--- config.mk ---
export PLATFORM = sky130hd
export DESIGN_NAME = num_format_conv
export DESIGN_NICKNAME = d
export VERILOG_FILES = /design/src/rtl/num_fmt_pkg.sv /design/src/rtl/num_fmt_resize.sv /design/src/rtl/num_format_conv.sv
export SDC_FILE = /design/constraint.sdc
export NUM_CORES = 1
export LEC_CHECK = 0
export ABC_AREA = 1
export ABC_CLOCK_PERIOD_IN_PS = 2650
export CORE_MARGIN = 8
export CORE_UTILIZATION = 35
export DETAILED_ROUTE_END_ITERATION = 6
export GPL_TIMING_DRIVEN = 0
export MAX_ROUTING_LAYER = met4
export PLACE_DENSITY = 0.61
export SYNTH_ARGS = -nofsm -noshare
export SYNTH_HDL_FRONTEND = slang
export SYNTH_SLANG_ARGS = --single-unit
--- constraint.sdc ---
create_clock -name clk -period 2.65 [get_ports clk]
set_clock_uncertainty 0.2 [all_clocks]
set_input_delay 0.3975 -clock clk [delete_from_list [all_inputs] [get_ports clk]]
set_output_delay 0.3975 -clock clk [all_outputs]
set_load 0.03 [all_outputs]
--- src/rtl/num_fmt_pkg.sv ---
// Shared definitions for the number-format converter: mode encodings and
// the output-range limits used by the stage-2 encoder.
package num_fmt_pkg;

    localparam logic MODE_SM2TC = 1'b0;
    localparam logic MODE_TC2SM = 1'b1;

    // Largest positive magnitude representable in an out_w-bit word (either format).
    function automatic logic [63:0] pos_limit(input int out_w);
        return (64'd1 << (out_w - 1)) - 64'd1;
    endfunction

    // Largest negative magnitude representable in an out_w-bit two's-complement word.
    function automatic logic [63:0] neg_limit(input int out_w);
        return 64'd1 << (out_w - 1);
    endfunction

endpackage

--- src/rtl/num_fmt_resize.sv ---
// Combinational stage-2 encoder: takes a sign/magnitude pair and produces the
// output word in the target format, clamping to the nearest representable value.
module num_fmt_resize
    import num_fmt_pkg::*;
#(
    parameter int IN_W  = 8,
    parameter int OUT_W = 8
) (
    input  logic             i_mode,
    input  logic             i_sign,
    input  logic [IN_W-1:0]  i_mag,
    output logic [OUT_W-1:0] o_data,
    output logic             o_sat
);

    // Comparison width wide enough for both the magnitude and the limits.
    localparam int CW = ((IN_W > OUT_W) ? IN_W : OUT_W) + 1;

    localparam logic [CW-1:0]    POS_LIM = CW'(pos_limit(OUT_W));
    localparam logic [CW-1:0]    NEG_LIM = CW'(neg_limit(OUT_W));
    localparam logic [OUT_W-1:0] TC_MAX  = {1'b0, {(OUT_W-1){1'b1}}};
    localparam logic [OUT_W-1:0] TC_MIN  = {1'b1, {(OUT_W-1){1'b0}}};
    localparam logic [OUT_W-2:0] SM_ONES = {(OUT_W-1){1'b1}};

    logic [CW-1:0]    w_mag_ext;
    logic [CW-1:0]    w_limit;
    logic [OUT_W-1:0] w_mag_out;
    logic             w_fits;

    assign w_mag_ext = CW'(i_mag);
    // Truncation is harmless: w_mag_out is only used when the magnitude fits.
    assign w_mag_out = OUT_W'(i_mag);
    assign w_limit   = ((i_mode == MODE_SM2TC) && i_sign) ? NEG_LIM : POS_LIM;
    assign w_fits    = (w_mag_ext <= w_limit);

    always_comb begin
        o_data = '0;
        o_sat  = 1'b0;
        // A zero magnitude always encodes as plain zero, never as minus zero.
        if (i_mag != '0) begin
            if (i_mode == MODE_SM2TC) begin
                if (w_fits) begin
                    o_data = i_sign ? (~w_mag_out + OUT_W'(1)) : w_mag_out;
                end else begin
                    o_data = i_sign ? TC_MIN : TC_MAX;
                    o_sat  = 1'b1;
                end
            end else begin
                if (w_fits) begin
                    o_data = {i_sign, w_mag_out[OUT_W-2:0]};
                end else begin
                    o_data = {i_sign, SM_ONES};
                    o_sat  = 1'b1;
                end
            end
        end
    end

endmodule

--- src/rtl/num_format_conv.sv ---
// Two-stage streaming sign-magnitude <-> two's-complement converter with
// independent input/output widths, saturation and a sticky saturation counter.
module num_format_conv
    import num_fmt_pkg::*;
#(
    parameter int IN_W  = 8,
    parameter int OUT_W = 8,
    parameter int CNT_W = 8
) (
    input  logic             clk,
    input  logic             rst_n,
    input  logic             in_valid,
    output logic             in_ready,
    input  logic             in_mode,
    input  logic [IN_W-1:0]  in_data,
    output logic             out_valid,
    input  logic             out_ready,
    output logic [OUT_W-1:0] out_data,
    output logic             out_sat,
    output logic             out_negz,
    output logic [CNT_W-1:0] sat_cnt,
    input  logic             cnt_clr
);

    // Handshake: a word moves whenever valid && ready on that side. The output
    // stage advances when it is empty or being drained; stage 1 accepts a new
    // word when it is empty or its content moves on this cycle, so a full pipe
    // with out_ready=1 streams one word per cycle without bubbles.
    logic             w_s2_adv;
    logic             w_in_xfer;
    logic             w_cnt_inc;

    logic             r_s1_valid;
    logic             r_s1_mode;
    logic             r_s1_sign;
    logic             r_s1_negz;
    logic [IN_W-1:0]  r_s1_mag;

    logic             r_out_valid;
    logic [OUT_W-1:0] r_out_data;
    logic             r_out_sat;
    logic             r_out_negz;
    logic [CNT_W-1:0] r_sat_cnt;

    logic             w_in_sign;
    logic [IN_W-1:0]  w_in_mag;
    logic             w_in_negz;
    logic [OUT_W-1:0] w_rs_data;
    logic             w_rs_sat;

    assign w_s2_adv  = !r_out_valid || out_ready;
    assign in_ready  = !r_s1_valid || w_s2_adv;
    assign w_in_xfer = in_valid && in_ready;

    // Stage 1: split the incoming word into sign and unsigned magnitude.
    assign w_in_sign = in_data[IN_W-1];

    always_comb begin
        w_in_mag = '0;
        if (in_mode == MODE_SM2TC) begin
            w_in_mag = {1'b0, in_data[IN_W-2:0]};
        end else begin
            w_in_mag = w_in_sign ? (~in_data + IN_W'(1)) : in_data;
        end
    end

    assign w_in_negz = (in_mode == MODE_SM2TC) && w_in_sign && (w_in_mag == '0);

    always_ff @(posedge clk) begin
        if (!rst_n) begin
            r_s1_valid <= 1'b0;
            r_s1_mode  <= MODE_SM2TC;
            r_s1_sign  <= 1'b0;
            r_s1_negz  <= 1'b0;
            r_s1_mag   <= '0;
        end else if (in_ready) begin
            r_s1_valid <= in_valid;
            if (w_in_xfer) begin
                r_s1_mode <= in_mode;
                r_s1_sign <= w_in_sign;
                r_s1_negz <= w_in_negz;
                r_s1_mag  <= w_in_mag;
            end
        end
    end

    num_fmt_resize #(
        .IN_W  (IN_W),
        .OUT_W (OUT_W)
    ) u_resize (
        .i_mode (r_s1_mode),
        .i_sign (r_s1_sign),
        .i_mag  (r_s1_mag),
        .o_data (w_rs_data),
        .o_sat  (w_rs_sat)
    );

    // Stage 2: output registers, held while the downstream stalls.
    always_ff @(posedge clk) begin
        if (!rst_n) begin
            r_out_valid <= 1'b0;
            r_out_data  <= '0;
            r_out_sat   <= 1'b0;
            r_out_negz  <= 1'b0;
        end else if (w_s2_adv) begin
            r_out_valid <= r_s1_valid;
            if (r_s1_valid) begin
                r_out_data <= w_rs_data;
                r_out_sat  <= w_rs_sat;
                r_out_negz <= r_s1_negz;
            end
        end
    end

    // Saturation counter: counts accepted saturated results, sticks at all-ones,
    // and a clear takes priority over a coincident count.
    assign w_cnt_inc = r_out_valid && out_ready && r_out_sat;

    always_ff @(posedge clk) begin
        if (!rst_n) begin
            r_sat_cnt <= '0;
        end else if (cnt_clr) begin
            r_sat_cnt <= '0;
        end else if (w_cnt_inc && (r_sat_cnt != '1)) begin
            r_sat_cnt <= r_sat_cnt + CNT_W'(1);
        end
    end

    assign out_valid = r_out_valid;
    assign out_data  = r_out_data;
    assign out_sat   = r_out_sat;
    assign out_negz  = r_out_negz;
    assign sat_cnt   = r_sat_cnt;

endmodule

==> key figures, run 1 <==
Drt
  – DRC violations left: 0
  – Vias: 1686
  – Drt pass-1 iters: 4
  – Drt via density: 4.71
  – Antenna-violating nets left: 0
  – WL final: 4.14 mm
  – Starting DRT DRC Count: 96
  – WL/cell: 11.6 um

Power
  – Comb pwr share: 0.184
  – Tot Pwr: 1.20 mW
  – Sw Ratio: 0.267
  – P_leak: 0.936 nW
  – Power Density: 527 mW/mm2
  – Internal power: 880 uW
  – P_sw: 320 uW
  – Peak supply drop: 0.000343 V
  – Seq pwr share: 0.423
  – Clock Power Share: 0.393

Final layout
  – Finished Cell Area: 0.00227 mm2
  – # diodes: 0
  – Share of layout cells above drive strength 1: 0.0928
  – Layout filler cell count: 492
  – Core Util, Final: 0.478
  – Reg area: 621 um2
  – Fin nets: 309
  – Area of the multi-input gates: 970 um2
  – Area delta synth->final: 30.5%

Timing
  – Setup TNS Final: 0 ns
  – Final max-slew violation count: 0
  – Minimum clock period: 2.33 ns
  – Final period util: 0.880
  – Final setup fails: 0
  – Fin. Hold Viols: 0
  – Worst Tran Pin Value: 0.555 ns
  – RSZ-0062 raised after global routing: false
  – Worst slew margin: 0.630
  – Achievable Freq: 0.429 GHz
  – WHS: 0.262 ns

Synth
  – Mapped Cells: 250
  – Syn. warnings: 0
  – Yosys reg bits: 31
  – Synth area leaders: dfxtp_1 (36%), nand2_1 (10%), a21oi_1 (7.2%)
  – Top cell type's share of synthesized area: 0.356
  – Commonest cells post-synth: nand2_1 (47), inv_1 (32), dfxtp_1 (31)
  – Yosys top cell by area: dfxtp_1
  – Async set-reset flop share out of synthesis: 0
  – Count leader, synth: nand2_1
  – Post-synth top flop: dfxtp_1
  – Synth cell types: 28
  – Post-Syn Nets: 269
  – Mapped cell area: 0.00174 mm2
  – Syn Area/Cell: 6.97 um2
  – Register area share after synthesis: 0.356
  – Post-synth EDFFs: 0

Clocking
  – Clock latency on the worst-skew pair: 0.28 ns
  – Setup bufs post-CTS: 0
  – Clock Sinks: 31
  – CTS H-Tree Depth: 2
  – CTS tree: yes
  – Clock root cell: clkbuf_8
  – Reg clk slew, reported paths: 0.06 ns
  – TritonCTS Buffers: 5
  – Hold_buf cts: 0
  – PostCTS Resize Cnt: 0
  – Longest Clk Path Bufs: 2

Floorplan
  – Die Area: 0.00749 mm2
  – Die Span Y: 86.6 um
  – Die X: 86.6 um
  – I/O pins: 34
  – FP Rows: 25
  – Initial Util: 0.367
  – Placeable Area: 0.00475 mm2

GRT
  – First-pass GRT wire length: 7.02 mm
  – Initial antenna violation count: 0
  – Largest net degree at the start of global routing: 11
  – GRT Residual Overflow: 0
  – GRT Util Overall: 0.117
  – Vias in the first global route: 1508

Placement
  – HPWL Detailed: 3.33 mm
  – IO buf count: 33
  – DP Area: 0.00216 mm2
  – RePlAce Congestion: 0.888

Setup path
  – Critical path type: in2out
  – Critical Path End Type: primary output
  – Crit start category: input pin
  – CP required: 2.05 ns
  – CP max FO: 3
  – WP data arrival: 1.74 ns

Hold path
  – Hold crit path type: reg2reg

Flow run
  – Max-Cap Viols: 0

Status
  – Status: finished clean
==> routing by layer <==
layer	wire (um)	track usage	up-vias
li1	-	-	901
met1	2120	0.154	736
met2	1800	0.170	42
met3	157	0.0255	7
met4	59	0.0407	0
met5	0	-	-
==> layout by cell type (no fill, tap or decap), types with 5 or more instances in the layout <==
master,netlist,layout
nand3_1,21,21
nand2_1,47,47
clkbuf_8,0,6
ha_1,5,5
xor2_1,6,6
inv_1,32,32
clkdlybuf4s50_1,0,33
a21oi_1,25,25
nor2_1,22,22
nor3_1,7,7
dfxtp_1,31,31
o21ai_0,22,22
==> final timing paths <==
check / start / end / slack, ns / cells after the start
hold / removal: out_data[3] / out_data[3] / 0.26 / 2
setup / recovery: out_ready / in_ready / 0.32 / 4
hold reg to reg: out_data[3] / out_data[3] / 0.26 / 2
setup reg to reg: r_s1_mode / out_data[2] / 0.53 / 12
==> layout make-up <==
class | count | share of cell area
multi-input cells | 181 | 0.426
flip-flops and latches | 31 | 0.273
repair buffers | 33 | 0.145
inverters | 34 | 0.0583
well taps | 67 | 0.0369
clock buffers | 6 | 0.0363
clock inverters | 2 | 0.0154
plain buffers | 4 | 0.00880
==> per-stage QoR <==
step	cells	setup WS, ns
2_1_floorplan	250	0.664
3_3_place_gp	350	0.314
3_5_place_dp	350	0.306
4_1_cts	358	0.296
5_1_grt	358	0.271
6_report	358	0.317
==> power by group through the flow <==
stage / logic [mW] / registers [mW] / clock network (mW)
2_1_floorplan: 0.134 / 0.530 / 0
3_3_place_gp: 0.219 / 0.518 / 0
3_5_place_dp: 0.220 / 0.518 / 0
4_1_cts: 0.221 / 0.507 / 0.486
5_1_grt: 0.248 / 0.511 / 0.508
6_report: 0.220 / 0.507 / 0.472
==> critical path, cell delays in order <==
cell,delay [ns]
clkdlybuf4s50_1,0.48
inv_1,0.06
nand3_1,0.11
clkdlybuf4s50_1,0.69
==> registers in the layout, summed over array words and instances, names as in the netlist <==
name	flops
out_negz	1
out_valid	1
r_s1_valid	1
r_s1_negz	1
r_s1_sign	1
r_s1_mag	8
out_data	8
r_s1_mode	1
sat_cnt	8
out_sat	1
==> cell families (layout without fill, tap and decap cells) <==
logic type / after synthesis / in the layout / synth area share
adder cells (fa/ha/maj): 5 / 5 / 0.0359
flip-flops: 31 / 31 / 0.356
AND/OR/NAND/NOR: 112 / 112 / 0.307
buffers and inverters: 38 / 79 / 0.0876
XOR/XNOR: 6 / 6 / 0.0302
AO/OA/AOI/OAI: 58 / 58 / 0.183
No activity file was read; power rests on OpenSTA's default activity.
==> inputs of run 2 (changes only) <==
--- a/config.mk
+++ b/config.mk
@@ -6,7 +6,7 @@
 export NUM_CORES = 1
 export LEC_CHECK = 0
 export ABC_AREA = 1
-export ABC_CLOCK_PERIOD_IN_PS = 2650
+export ABC_CLOCK_PERIOD_IN_PS = 2300
 export CORE_MARGIN = 8
 export CORE_UTILIZATION = 35
 export DETAILED_ROUTE_END_ITERATION = 6
==> constraint.sdc (replaced) <==
create_clock -name clk -period 2.3 [get_ports clk]
set_clock_uncertainty 0.2 [all_clocks]
set_input_delay 0.345 -clock clk [delete_from_list [all_inputs] [get_ports clk]]
set_output_delay 0.345 -clock clk [all_outputs]
set_load 0.03 [all_outputs]
==> run 2 against run 1 <==
Cell area stayed put; via count decreased by 0.12%; critical path depth is the same; combinational power rose by 15%; clock power up 15%; sequential share of layout area did not move; hold slack about the same; utilization stayed put; worst setup slack lost 0.25 ns; sequential power increased by 15%; register-to-register slack lost 0.32 ns; total power up 15%; critical path type unchanged; highest routed layer unchanged.
==> key figures, run 2 (same netlist as run 1, synthesis figures left out) <==
Timing
  – Setup TNS Final: 0 ns (unchanged)
  – Achievable Freq: 0.449 GHz
  – RSZ-0062 raised after global routing: false
  – Minimum clock period: 2.23 ns
  – Worst slew margin: 0.630 (about the same)
  – Fin. Hold Viols: 0 (unchanged)
  – Final max-slew violation count: 0 (unchanged)
  – Final period util: 0.969
  – Final setup fails: 0 (unchanged)
  – Worst Tran Pin Value: 0.555 ns (-0.000244 ns)

Power
  – Seq pwr share: 0.423 (about the same)
  – Sw Ratio: 0.268 (+0.000811)
  – P_leak: 0.936 nW (about the same)
  – Power Density: 608 mW/mm2 (+15%)
  – Internal power: 1.01 mW (+15%)
  – P_sw: 370 uW (+16%)
  – Peak supply drop: 0.000395 V (+15%)
  – Comb pwr share: 0.183 (about the same)
  – Clock Power Share: 0.394 (about the same)
  – Tot Pwr: 1.38 mW (+15%)

Final layout
  – Area of the multi-input gates: 970 um2 (unchanged)
  – Layout filler cell count: 492 (unchanged)
  – # diodes: 0 (unchanged)
  – Commonest non-fill, non-tap cell in the layout: nand2_1
  – Area delta synth->final: 30.5% (unchanged)
  – Share of layout cells above drive strength 1: 0.0962 (+0.00344)
  – Most frequent cells in the layout: nand2_1 (47), clkdlybuf4s50_1 (33), inv_1 (31), dfxtp_1 (31), a21oi_1 (25)
  – Reg area: 621 um2 (unchanged)
  – Fin nets: 309 (unchanged)

Status
  – Status: finished clean

Floorplan
  – Die X: 86.6 um (unchanged)
  – Die Span Y: 86.6 um (unchanged)
  – FP Rows: 25 (unchanged)
  – I/O pins: 34 (unchanged)
  – Initial Util: 0.367 (unchanged)
  – Placeable Area: 0.00475 mm2 (unchanged)
  – Die Area: 0.00749 mm2 (unchanged)

Setup path
  – Critical path type: in2out
  – CP max FO: 3 (unchanged)
  – WP data arrival: 1.68 ns (-0.06 ns)
  – Critical Path End Type: primary output
  – Crit start category: input pin
  – CP required: 1.75 ns (-0.30 ns)

GRT
  – GRT Util Overall: 0.117 (unchanged)
  – GRT Residual Overflow: 0 (unchanged)
  – First-pass GRT wire length: 7.02 mm (unchanged)
  – Initial antenna violation count: 0 (unchanged)
  – Largest net degree at the start of global routing: 11 (unchanged)
  – Vias in the first global route: 1508 (unchanged)

Drt
  – Drt via density: 4.70 (-0.12%)
  – Drt pass-1 iters: 4 (unchanged)
  – Starting DRT DRC Count: 96 (unchanged)
  – Antenna-violating nets left: 0 (unchanged)
  – WL final: 4.15 mm (+0.14%)
  – WL/cell: 11.6 um (+0.14%)
  – Vias: 1684 (-0.12%)
  – DRC violations left: 0 (unchanged)

Placement
  – HPWL Detailed: 3.33 mm (unchanged)
  – IO buf count: 33 (unchanged)
  – RePlAce Congestion: 0.888 (unchanged)

Clocking
  – TritonCTS Buffers: 5 (unchanged)
  – Longest Clk Path Bufs: 2 (unchanged)
  – CTS tree: yes
  – Clock latency on the worst-skew pair: 0.28 ns (about the same)
  – Clock root cell: clkbuf_8
  – Reg clk slew, reported paths: 0.06 ns (about the same)
  – CTS H-Tree Depth: 2 (unchanged)
  – Clock Sinks: 31 (unchanged)

Flow run
  – Max-Cap Viols: 0 (unchanged)

Hold path
  – Hold crit path type: reg2reg
-- run 2: final timing paths --
path / cells after the start / end / from / slack (ns)
min: 2 / out_data[3] / out_data[3] / 0.26
max reg2reg: 11 / out_data[2] / r_s1_sign / 0.21
max: 4 / in_ready / out_ready / 0.07
min reg2reg: 2 / out_data[3] / out_data[3] / 0.26
-- run 2: final cells by class --
type | count | share of cell area
Timing Repair Buffer | 33 | 0.145
Buffer | 4 | 0.00880
Sequential cell | 31 | 0.273
Multi-Input combinational cell | 181 | 0.426
Tap cell | 67 | 0.0369
Clock buffer | 6 | 0.0363
Clock inverter | 2 | 0.0154
Inverter | 34 | 0.0583
-- run 2: what timing repair did --
item                       4_1_cts  5_1_grt
hold buffers                     0        0
resized for setup                0        1
buffers inserted                 0        0
setup endpoints to repair        0        1
-- run 2: per-layer routing --
layer / track usage / share of wire / vias to the layer above
met5: - / 0 / -
met4: 0.0407 / 0.014 / 0
met3: 0.0255 / 0.038 / 7
met2: 0.170 / 0.43 / 42
met1: 0.154 / 0.51 / 734
li1: - / - / 901
-- run 2: through the flow --
stage          std cells  instance area, um2  setup slack, ns  hold slack (ns)   util
6_report             358                2270           0.0724            0.262  0.478
5_1_grt              358                2270           0.0238            0.275  0.478
3_5_place_dp         350                2160           0.0394            0.254  0.454
2_1_floorplan        250                1740            0.314            0.242      -
4_1_cts              358                2270           0.0509            0.264  0.478
3_3_place_gp         350                2160           0.0573            0.252  0.454
-- run 2: worst max-delay path, stage by stage --
cell	delay (ns)
clkdlybuf4s50_1	0.48
inv_1	0.06
nand3_1	0.11
clkdlybuf4s50_1	0.69
-- run 2: power by group through the flow --
stage	clock [mW]	combinational (mW)	sequential [mW]
floorplan	0	0.154	0.611
global placement	0	0.252	0.596
detailed placement	0	0.254	0.597
CTS	0.560	0.255	0.585
global route	0.585	0.286	0.589
finish	0.545	0.254	0.585
